<file path="src/rtl/uart_tx_dev.sv">
// uart_tx_dev: memory-mapped 8N1 UART transmitter.
// Register writes push bytes into a small FIFO. A four-state FSM moves each
// byte onto txd. Register reads are combinational so the bus bridge can mux
// them directly. The bit divisor is re-sampled at every bit boundary, so a
// divisor change only ever takes effect from the start of the next bit.
module uart_tx_dev #(
  parameter int CLK_DIV    = 16,
  parameter int FIFO_DEPTH = 4
) (
  input  logic        clk,
  input  logic        reset,
  input  logic [29:0] Addr,
  input  logic        WE,
  input  logic [31:0] Din,
  output logic [31:0] Dout,
  output logic        IRQ,
  output logic        txd
);

  localparam int          PTR_W   = (FIFO_DEPTH > 1) ? $clog2(FIFO_DEPTH) : 1;
  localparam logic [4:0]  DEPTH   = 5'(FIFO_DEPTH);
  localparam logic [15:0] DIV_RST = 16'(CLK_DIV);

  typedef enum logic [1:0] {
    S_IDLE  = 2'd0,
    S_START = 2'd1,
    S_DATA  = 2'd2,
    S_STOP  = 2'd3
  } state_t;

  typedef enum logic [1:0] {
    REG_DATA   = 2'd0,
    REG_STATUS = 2'd1,
    REG_CTRL   = 2'd2,
    REG_DIV    = 2'd3
  } reg_sel_t;

  // Register decode. Only the low two word-address bits select a register,
  // so every store hits exactly one of the four registers.
  reg_sel_t sel;
  logic     wr_data;
  logic     wr_status;
  logic     wr_ctrl;
  logic     wr_div;

  assign sel       = reg_sel_t'(Addr[1:0]);
  assign wr_data   = WE && (sel == REG_DATA);
  assign wr_status = WE && (sel == REG_STATUS);
  assign wr_ctrl   = WE && (sel == REG_CTRL);
  assign wr_div    = WE && (sel == REG_DIV);

  // The upper address bits and the upper data half are not used by any
  // register. This reduction only marks them as intentionally ignored.
  logic unused_bits;
  assign unused_bits = ^{Addr[29:2], Din[31:16]};

  // Control and configuration registers.
  logic        tx_en;
  logic        irq_en;
  logic [15:0] div_reg;
  logic        overflow;

  // FIFO state.
  logic [7:0]       mem [FIFO_DEPTH];
  logic [PTR_W-1:0] wr_ptr;
  logic [PTR_W-1:0] rd_ptr;
  logic [4:0]       count;
  logic             full;
  logic             empty;
  logic             push;
  logic             drop;

  // Transmit FSM and bit timer.
  state_t      state;
  state_t      next_state;
  logic        pop;
  logic [15:0] bit_cnt;
  logic [15:0] cur_div;
  logic [7:0]  shift;
  logic [2:0]  bit_idx;
  logic        bit_done;
  logic        busy;

  assign full  = (count == DEPTH);
  assign empty = (count == 5'd0);

  // A pop in the same cycle frees the slot that this push reuses. With full
  // FIFO pointers, wr_ptr equals rd_ptr, so the head is read out and replaced
  // on the same edge.
  assign push = wr_data && (!full || pop);
  assign drop = wr_data && full && !pop;

  // Register file: CTRL, DIV and the sticky overflow flag.
  // NOTE: sequential state uses non-blocking (<=) so every flop samples the pre-edge values of its inputs.
  always_ff @(posedge clk) begin
    if (!reset) begin
      tx_en    <= 1'b0;
      irq_en   <= 1'b0;
      div_reg  <= DIV_RST;
      overflow <= 1'b0;
    end else begin
      if (wr_ctrl) begin
        tx_en  <= Din[0];
        irq_en <= Din[1];
      end
      if (wr_div) begin
        div_reg <= (Din[15:0] == 16'd0) ? 16'd1 : Din[15:0];
      end
      if (wr_status) begin
        overflow <= 1'b0;
      end else if (drop) begin
        overflow <= 1'b1;
      end
    end
  end

  // FIFO pointers and occupancy count. Pointers wrap naturally at the power-of-two depth.
  always_ff @(posedge clk) begin
    if (!reset) begin
      wr_ptr <= '0;
      rd_ptr <= '0;
      count  <= 5'd0;
    end else begin
      if (push) begin
        wr_ptr <= wr_ptr + PTR_W'(1);
      end
      if (pop) begin
        rd_ptr <= rd_ptr + PTR_W'(1);
      end
      case ({push, pop})
        2'b10:   count <= count + 5'd1;
        2'b01:   count <= count - 5'd1;
        default: count <= count;
      endcase
    end
  end

  // FIFO storage: written on an accepted push only.
  // NOTE: the data array has no reset. Entries are only read after a push has written them, so clearing them would only add reset fan-out.
  always_ff @(posedge clk) begin
    if (push) begin
      mem[wr_ptr] <= Din[7:0];
    end
  end

  // The bit timer runs from 0 to cur_div-1. cur_div is a snapshot of DIV taken at each bit boundary.
  assign bit_done = (bit_cnt == (cur_div - 16'd1));

  // FSM state register.
  always_ff @(posedge clk) begin
    if (!reset) begin
      state <= S_IDLE;
    end else begin
      state <= next_state;
    end
  end

  // Next-state logic and line level. A frame can be followed immediately by the next one straight from the stop bit.
  // NOTE: every output of this block gets a default first, so no path leaves a value held and no latch is inferred.
  always_comb begin
    next_state = state;
    pop        = 1'b0;
    txd        = 1'b1;
    case (state)
      S_IDLE: begin
        txd = 1'b1;
        if (tx_en && !empty) begin
          pop        = 1'b1;
          next_state = S_START;
        end
      end
      S_START: begin
        txd = 1'b0;
        if (bit_done) begin
          next_state = S_DATA;
        end
      end
      S_DATA: begin
        txd = shift[0];
        if (bit_done && (bit_idx == 3'd7)) begin
          next_state = S_STOP;
        end
      end
      S_STOP: begin
        txd = 1'b1;
        if (bit_done) begin
          if (tx_en && !empty) begin
            pop        = 1'b1;
            next_state = S_START;
          end else begin
            next_state = S_IDLE;
          end
        end
      end
      default: begin
        next_state = S_IDLE;
      end
    endcase
  end

  // Bit timer, divisor snapshot and shift register. A pop loads a fresh frame.
  // Otherwise the timer advances while a frame is on the line.
  always_ff @(posedge clk) begin
    if (!reset) begin
      bit_cnt <= 16'd0;
      cur_div <= DIV_RST;
      shift   <= 8'd0;
      bit_idx <= 3'd0;
    end else if (pop) begin
      bit_cnt <= 16'd0;
      cur_div <= div_reg;
      shift   <= mem[rd_ptr];
      bit_idx <= 3'd0;
    end else if (state != S_IDLE) begin
      if (bit_done) begin
        bit_cnt <= 16'd0;
        cur_div <= div_reg;
        if (state == S_DATA) begin
          shift   <= {1'b0, shift[7:1]};
          bit_idx <= bit_idx + 3'd1;
        end
      end else begin
        bit_cnt <= bit_cnt + 16'd1;
      end
    end
  end

  assign busy = (state != S_IDLE);
  assign IRQ  = irq_en && empty && (state == S_IDLE);

  // Combinational read mux for the bridge. Unassigned bits read as zero.
  always_comb begin
    Dout = 32'd0;
    case (sel)
      REG_DATA:   Dout = 32'd0;
      REG_STATUS: Dout[8:0] = {count, overflow, empty, full, busy};
      REG_CTRL:   Dout[1:0] = {irq_en, tx_en};
      REG_DIV:    Dout[15:0] = div_reg;
      default:    Dout = 32'd0;
    endcase
  end

endmodule

</file>
<file path="config.mk">
export PLATFORM = sky130hd
export DESIGN_NAME = uart_tx_dev
export DESIGN_NICKNAME = d
export VERILOG_FILES = /design/src/rtl/uart_tx_dev.sv
export SDC_FILE = /design/constraint.sdc
export NUM_CORES = 1
export LEC_CHECK = 0
export CORE_ASPECT_RATIO = 1.2
export CORE_MARGIN = 2
export CORE_UTILIZATION = 27
export CTS_BUF_LIST = sky130_fd_sc_hd__clkbuf_2
export DETAILED_ROUTE_END_ITERATION = 10
export GPL_TIMING_DRIVEN = 1
export PLACE_DENSITY = 0.51
export SYNTH_ARGS = -nofsm -noshare
export SYNTH_HDL_FRONTEND = slang
export SYNTH_SLANG_ARGS = --single-unit
</file>
<file path="constraint.sdc">
create_clock -name clk -period 2.93 [get_ports clk]
set_input_delay 0.293 -clock clk [delete_from_list [all_inputs] [get_ports clk]]
set_output_delay 0.293 -clock clk [all_outputs]
set_load 0.02 [all_outputs]
</file>
Word level (Yosys, flattened, before mapping)
Memory sizes are Yosys's and may differ from the RTL's. A register that Yosys moved wholly into a read port is not among the register bits. Index checks and enable logic that the tools add are counted. W data, S select, Z words.

Flip-flop bits (word level): 73. Bits in writable memories: 32. Bits of input ports: 65. Output and inout bits: 34. Word-level logic and storage cells: 94. Memories kept: 1.

Add/subtract/negate cells: 7. Eq/ne operators: 15. Mux-type cells: 27. Bitwise logic cells: 1. Reductions and logical operators: 31.

Memories: mem (depth 4, bits a word 8, rd ports 1, clocked after memory_dff 1, write ports 1, RTL line 64) `logic [7:0] mem [FIFO_DEPTH];`.

Operator list (count): $mux W16 (5); $mux W8 (4); $add A16 B1 Y16 const B (1); $eq A16 B16 Y1 (1); $logic_not A16 Y1 (1); $pmux W2 S4 (2); $sub A16 B1 Y16 const B (1); $pmux W7 S2 (1); $mux W2 (6); $logic_and A1 B1 Y1 (11); $eq A2 B2 Y1 const B (5); $pmux W5 S2 (1); $reduce_bool A2 Y1 (5); $ne A2 B2 Y1 const B (4); $mux W7 (1); $eq A2 B1 Y1 const B (3); $reduce_and A3 Y1 (2); $reduce_or A2 Y1 (3); $add A5 B1 Y5 const B (1); $eq A5 B3 Y1 const B (1); $logic_not A5 Y1 (1); $mux W1 (5); $sub A5 B1 Y5 const B (1); $add A2 B1 Y2 const B (2); other kinds (10) (13).

Depth between registers and ports, before layout
Gate-level depths: netlist of run 1.

Word-level depth: 10. Gate-level depth with buffers: 16. Depth with buffers taken out: 15.

Least setup slack after synthesis of run 1
No wires, ideal clock.

Path kind: reg2reg. Start: register cur_div[0]. End: register count[4]. Library setup time: 0.072 ns. Arrival: 3.117 ns. Required time: 2.858 ns. Setup slack: -0.259 ns. Stages on the path, launching flop included: 16. Buffers on the path: 1. Period minus slack after synthesis: 3.189 ns. Cells stage by stage: dfxtp_1 > inv_1 > ha_1 > or4b_4 > o21a_1 > nor3_2 > nor2_1 > nor4_1 > a21oi_2 > buf_2 > nor2_1 > xor2_1 > ha_1 > nand4_1 > mux2i_1 > mux2i_1.

Longest elaborated chain between the ends: 8. Elaborated cells on any way between the ends: 10. Those cells by class: add/sub: 1; eq/ne: 3; mux: 3; reduce/logical: 3.

RTL lines: from (decl) (RTL line 78) `logic [15:0] cur_div;`; from (signal assigned) (RTL line 211) `cur_div <= div_reg;`; from (signal assigned) (RTL line 217) `cur_div <= div_reg;`; $sub A16 B1 Y16 * (RTL line 147) `assign bit_done = (bit_cnt == (cur_div - 16'd1));`; $eq A16 B16 Y1 * (RTL line 147); $mux W1 * (RTL line 186) `if (bit_done) begin`; $pmux W1 S2 * (RTL line 164) `case (state)`; $logic_or A1 B1 Y1 (RTL line 90) `assign push = wr_data && (!full || pop);`; $logic_and A1 B1 Y1 (RTL line 90); $eq A2 B1 Y1 or $eq A2 B2 Y1 (tied branches) (RTL line 130) `case ({push, pop})`; $pmux W5 S2 or $reduce_bool A2 Y1 (tied branches); to (signal assigned) (RTL line 131) `2'b10: count <= count + 5'd1;`; to (signal assigned) (RTL line 132) `2'b01: count <= count - 5'd1;`; to (signal assigned) (RTL line 133) `default: count <= count;`; to (decl) (RTL line 67) `logic [4:0] count;`.

Every way passes the cells marked *; elsewhere a longest branch is shown, timed or not. A chain may end at the register's enable or synchronous reset.

Worst setup path in the final report of run 1
Start: register cur_div[1]. End: register count[4].

The elaborated chain is that of the path after synthesis.

==> results of run 1 <==
[area by class of cell]
class	instances	area, um2	area share
tap	265	332	0.0476
timing repair buffer	98	938	0.135
inverter	16	62.6	0.00898
antenna	1	2.50	0.000359
sequential	107	2470	0.355
clock buffer	9	45.0	0.00647
multi-input combinational	401	3030	0.435
clock inverter	7	77.6	0.0111
[worst max path at each step]
stage	startpoint	to	slack [ns]	cells past startpoint
after floorplan	cur_div[1]	count[2]	-0.1	15
after global placement	cur_div[1]	mem[0][3]	-0.20	12
after detailed placement	cur_div[1]	mem[2][3]	-0.25	12
after CTS	cur_div[0]	count[4]	-0.26	14
after global routing	count[0]	Dout[1]	-0.29	6
final	cur_div[1]	count[4]	-0.14	14
[power by group through the flow]
stage                     Sequential [mW]  Combinational [mW]  Clock, mW
after floorplan                      1.62               0.272          0
final                                1.60               0.494      0.712
after detailed placement             1.63               0.453          0
after CTS                            1.60               0.484      0.735
after global placement               1.62               0.436          0
after global routing                 1.61               0.535      0.790
[cells by family after synthesis]
family	after synthesis	share of synthesized area
and+or+nand+nor	219	0.196
DFF	107	0.451
AOI/OAI and AO/OA	62	0.0843
buffers and inverters	62	0.0632
muxes	53	0.116
xor gates and xnor gates	36	0.0577
adders and majority gates	14	0.0321
other	1	0.000686
[critical path: stages (launching register included)]
cell,delay (ns)
dfxtp_4,0.42
buf_12,0.12
nor4_4,0.31
and4_4,0.29
buf_4,0.12
and4_1,0.23
a311oi_4,0.08
a2111oi_4,0.37
a21oi_4,0.14
nor2_2,0.13
xor2_1,0.17
ha_2,0.22
nand4_1,0.08
mux2i_1,0.20
mux2i_1,0.20
[cells in the mapped netlist (2+ instances only)]
cell type,n
a21oi_1,23
nand3_1,11
nor3b_1,3
nor3_1,12
buf_6,4
xnor2_1,24
and4_1,2
clkbuf_1,16
nor4_1,7
a22o_1,2
dfxtp_1,75
inv_1,15
nand4_1,9
nand2_1,69
and3_1,13
buf_4,16
nor3_2,2
o21ai_0,6
buf_2,4
and2_1,5
or3_1,4
nand2b_1,9
edfxtp_1,32
ha_1,14
mux4_2,8
buf_1,4
a41oi_1,3
nor2b_1,10
a21boi_0,2
o21a_1,2
a211oi_1,9
mux2i_1,44
o32ai_1,2
nor2_1,56
xor2_1,12
[layout by cell type (no fill, tap or decap), types with 16 or more instances in the layout]
master           count
dfxtp_1             71
nand2_1             69
buf_4               46
mux2i_1             43
nor2_1              42
clkdlybuf4s50_1     38
edfxtp_1            32
xnor2_1             22
a21oi_1             21
conb_1              16
[routing by layer]
layer,global-route usage,up-vias,share of wire
met3,0.0162,31,0.027
li1,-,2069,-
met4,0.0580,0,0.030
met2,0.223,87,0.51
met5,0,-,0
met1,0.152,2009,0.44
[repair_timing]
| action | CTS | global route |
|---|---|---|
| buffers inserted | 6 | 6 |
| endpoints found under the setup margin | 63 | 89 |
| cloned | 2 | 1 |
| gates resized for setup | 28 | 49 |
| pin swaps | 24 | 36 |
==> impl_metrics.json, run 1 <==
{
  "vias_per_cell": 4.64,
  "timing.hold.ws_ns": 0.197,
  "min_period_ns": 3.07,
  "dp_hpwl_mm": 9.68,
  "fin_area_mm2": 0.00696,
  "numCtsBuffers": 9,
  "failed_checks": "negative setup slack",
  "post-place-ws_ns": -0.247,
  "grt_overflow_total": 0,
  "fmax_mhz": 326,
  "mappedNetlistArea_mm2": 0.00546,
  "grt_pass1_wl_mm": 21.6,
  "ios": 99,
  "pwr-share-comb": 0.176,
  "antenna_found_initial": 1,
  "place_congestion": 0.826,
  "nets": 712,
  "hold_buffers": 0,
  "setup_tns_ns": -3.22,
  "gr-usage-all-layers": 0.126,
  "clock_skew_ns": 0.0474,
  "fp-row-count": 57,
  "clk_pin_slew_worst_paths_ns": 0.34,
  "min-delay-path-class": "primary input to flop",
  "area_delta_synth_final_pct": 27.5,
  "async_flop_share": 0,
  "synth_top_area_cell": "dfxtp_1",
  "r2r_slack_ns": -0.14,
  "yosys_warnings": 0,
  "final_cells": 904,
  "die_h_um": 160,
  "p_int_mw": 1.92,
  "cts.sinks": 107,
  "dieWidth_um": 134,
  "slew_violations": 0,
  "critPathMaxFanout": 4,
  "clock_latency_ns": 0.63,
  "drive_above_1_share": 0.232,
  "totalWireLength_mm": 13.4,
  "hold_viol_final": 0,
  "die_area_mm2": 0.0214,
  "crit_path_end_kind": "flop",
  "ys_ff_latch": 107,
  "synth.top_cells.by_area": "dfxtp_1 27%, edfxtp_1 18%, mux2i_1 8.1%",
  "largest_reg_flops": 32,
  "start_util": 0.273,
  "tightest_slew_ns": 0.609,
  "maxSlewHeadroom": 0.593,
  "ir_drop_mv": 0.180,
  "post_dp_cell_area_mm2": 0.00647,
  "tritoncts": "done",
  "ys.flop_type": "dfxtp_1",
  "hold_path_startpoint": "Din[11]",
  "min_period_over_period": 1.05,
  "wire_per_inst_um": 14.8,
  "netlist_instances": 554,
  "netlist-cell-type-count": 60,
  "antenna_left": 0,
  "first_global_vias": 4137,
  "p_switching_uw": 889,
  "power_density_mw_per_mm2": 403,
  "crit_required_ns": 3.53,
  "yosysTopAreaCellShare": 0.275,
  "placed_cells": 880,
  "ys_seq_area_frac": 0.451,
  "top_register": "mem",
  "regToRegStartpoint": "cur_div[1]",
  "avgSynthCellArea_um2": 9.86,
  "remaining_drc_errors": 0,
  "rsz0062_at_grt": "yes",
  "total_power_mw": 2.81,
  "placeableCoreArea_mm2": 0.0200,
  "clk_path_buf_depth": 2,
  "cp.arrival_ns": 3.67,
  "p_leak_nw": 2.52,
  "status": "complete, but fails checks",
  "hold_depth": 3,
  "dr.pass1.iters": 4,
  "drtIter0Drc": 152,
  "cap_violations": 0,
  "r2r_end": "count[4]",
  "clkPwrFrac": 0.254,
  "synth_edf_count": 32,
  "path_class": "flop to flop",
  "n_fill_cell": 1992,
  "fin_ws_ns": -0.136,
  "setup_viol": 56,
  "seqPwrFrac": 0.571,
  "holdPathEnd": "div_reg[11]",
  "swShare": 0.317,
  "clockRootBuffer": "clkbuf_2",
  "grt_max_degree": 44,
  "final_util": 0.347,
  "r2r_cells": 14,
  "start_kind": "flop",
  "num_vias": 4196,
  "htreeDepth": 3,
  "place.port_buffers": 38
}
Power figures use the tool's default switching activity.
==> run 2: changes to the inputs <==
--- a/config.mk
+++ b/config.mk
@@ -10,7 +10,7 @@
 export CORE_UTILIZATION = 27
 export CTS_BUF_LIST = sky130_fd_sc_hd__clkbuf_2
 export DETAILED_ROUTE_END_ITERATION = 10
-export GPL_TIMING_DRIVEN = 1
+export GPL_TIMING_DRIVEN = 0
 export PLACE_DENSITY = 0.51
 export SYNTH_ARGS = -nofsm -noshare
 export SYNTH_HDL_FRONTEND = slang
==> impl_metrics.json, run 2 (synthesized netlist as in run 1, its figures left out) <==
{
  "grt_overflow_total": 0,
  "gr-usage-all-layers": 0.131,
  "final_util": 0.345,
  "hold_depth": 3,
  "p_leak_nw": 2.58,
  "p_switching_uw": 868,
  "tritoncts": "done",
  "hold_path_startpoint": "Din[11]",
  "swShare": 0.304,
  "die_h_um": 160,
  "antenna_left": 0,
  "power_density_mw_per_mm2": 412,
  "status": "complete, but fails checks",
  "p_int_mw": 1.99,
  "path_class": "flop to flop",
  "maxSlewHeadroom": 0.529,
  "clock_latency_ns": 0.64,
  "hold_viol_final": 0,
  "start_kind": "flop",
  "dp_hpwl_mm": 10.4,
  "clk_pin_slew_worst_paths_ns": 0.36,
  "drive_above_1_share": 0.200,
  "min_period_ns": 3.26,
  "ios": 99,
  "fp-row-count": 57,
  "total_power_mw": 2.85,
  "cap_violations": 0,
  "min-delay-path-class": "primary input to flop",
  "area_delta_synth_final_pct": 26.6,
  "slew_violations": 0,
  "top_register": "mem",
  "setup_tns_ns": -11.00,
  "clk_path_buf_depth": 2,
  "crit_path_end_kind": "flop",
  "cts.sinks": 107,
  "start_util": 0.273,
  "seqPwrFrac": 0.563,
  "place_congestion": 0.871,
  "first_global_vias": 4369,
  "placeableCoreArea_mm2": 0.0200,
  "critPathLaunch": "cur_div[1]",
  "regArea_mm2": 0.00249,
  "fmax_mhz": 307,
  "r2r_cells": 16,
  "remaining_drc_errors": 0,
  "critPathMaxFanout": 5,
  "grt_pass1_wl_mm": 22.3,
  "tightest_slew_ns": 0.706,
  "setup_viol": 75,
  "regToRegStartpoint": "cur_div[1]",
  "final_cell_mix": "69 x nand2_1, 64 x dfxtp_1, 51 x nor2_1, 42 x mux2i_1, 38 x buf_4",
  "antenna_found_initial": 1,
  "drtIter0Drc": 151,
  "n_fill_cell": 1982,
  "cp.arrival_ns": 3.88,
  "final_common_cell": "nand2_1",
  "hold_buffers": 0,
  "place.port_buffers": 38,
  "clockRootBuffer": "clkbuf_2",
  "crit_required_ns": 3.55,
  "fin_ws_ns": -0.332,
  "pwr-share-comb": 0.162,
  "die_area_mm2": 0.0214,
  "numCtsBuffers": 9,
  "clkPwrFrac": 0.275,
  "wire_per_inst_um": 15.3,
  "dr.pass1.iters": 4,
  "clock_skew_ns": 0.0581,
  "dieWidth_um": 134,
  "final_cells": 916,
  "failed_checks": "negative setup slack",
  "largest_reg_flops": 32,
  "htreeDepth": 3,
  "vias_per_cell": 4.61,
  "rsz0062_at_grt": "yes",
  "totalWireLength_mm": 14.0,
  "placed_cells": 872,
  "multi_input_comb_area_mm2": 0.00294,
  "grt_max_degree": 22,
  "ir_drop_mv": 0.220,
  "min_period_over_period": 1.11,
  "nets": 724,
  "num_vias": 4219
}
-- run 2: through the flow --
stage / hold slack, ns / setup slack [ns] / cell area, um2
2_1_floorplan: 0.392 / -0.0994 / 5570
3_3_place_gp: 0.462 / -0.745 / 6280
3_5_place_dp: 0.474 / -0.802 / 6280
4_1_cts: 0.135 / -0.300 / 6750
5_1_grt: 0.151 / -0.514 / 6920
6_report: 0.183 / -0.332 / 6920
-- run 2: layer usage --
layer | vias to the layer above | global-route usage | part of all wire
met5 | - | 0 | 0
met4 | 0 | 0.0643 | 0.037
met3 | 27 | 0.0181 | 0.032
met2 | 89 | 0.243 | 0.52
met1 | 2011 | 0.145 | 0.41
li1 | 2092 | - | -
-- run 2: cell type report --
| type | count | share of cell area |
|---|---|---|
| Clock buffer | 9 | 0.00651 |
| Sequential cell | 107 | 0.360 |
| Clock inverter | 7 | 0.0137 |
| Timing Repair Buffer | 67 | 0.0961 |
| Antenna cell | 1 | 0.000362 |
| Tap cell | 265 | 0.0479 |
| Buffer | 44 | 0.0420 |
| Multi-Input combinational cell | 400 | 0.425 |
| Inverter | 16 | 0.00868 |
-- run 2: final timing paths --
kind | slack [ns] | endpoint
worst min register to register | 0.50 | state[1]
worst max-delay path | -0.33 | count[2]
worst max register to register | -0.33 | count[2]
worst min-delay path | 0.18 | div_reg[11]
-- run 2: power groups by stage --
stage	sequential (mW)	combinational, mW	clock (mW)
after floorplan	1.62	0.272	0
after global placement	1.63	0.421	0
after detailed placement	1.63	0.430	0
after CTS	1.60	0.463	0.802
after global routing	1.62	0.505	0.857
final	1.61	0.462	0.784
-- run 2: critical path, stage by stage, from the launching register on --
cell     delay, ns
dfxtp_4       0.43
inv_2         0.06
ha_4          0.14
or4b_4        0.51
o21a_4        0.25
nor3_4        0.20
nor2_2        0.07
nor4_4        0.31
a21oi_4       0.13
buf_8         0.15
nor2_4        0.11
xor2_2        0.07
ha_2          0.21
buf_4         0.13
and3_1        0.13
mux2i_1       0.17
mux2i_1       0.19
-- run 2: repair_timing --
item                                    in CTS  in global routing
pin swaps                                   21                 20
endpoints found under the setup margin      93                 85
resized for setup                           49                 20
gates cloned                                 2                  0
setup buffers                               17                 12
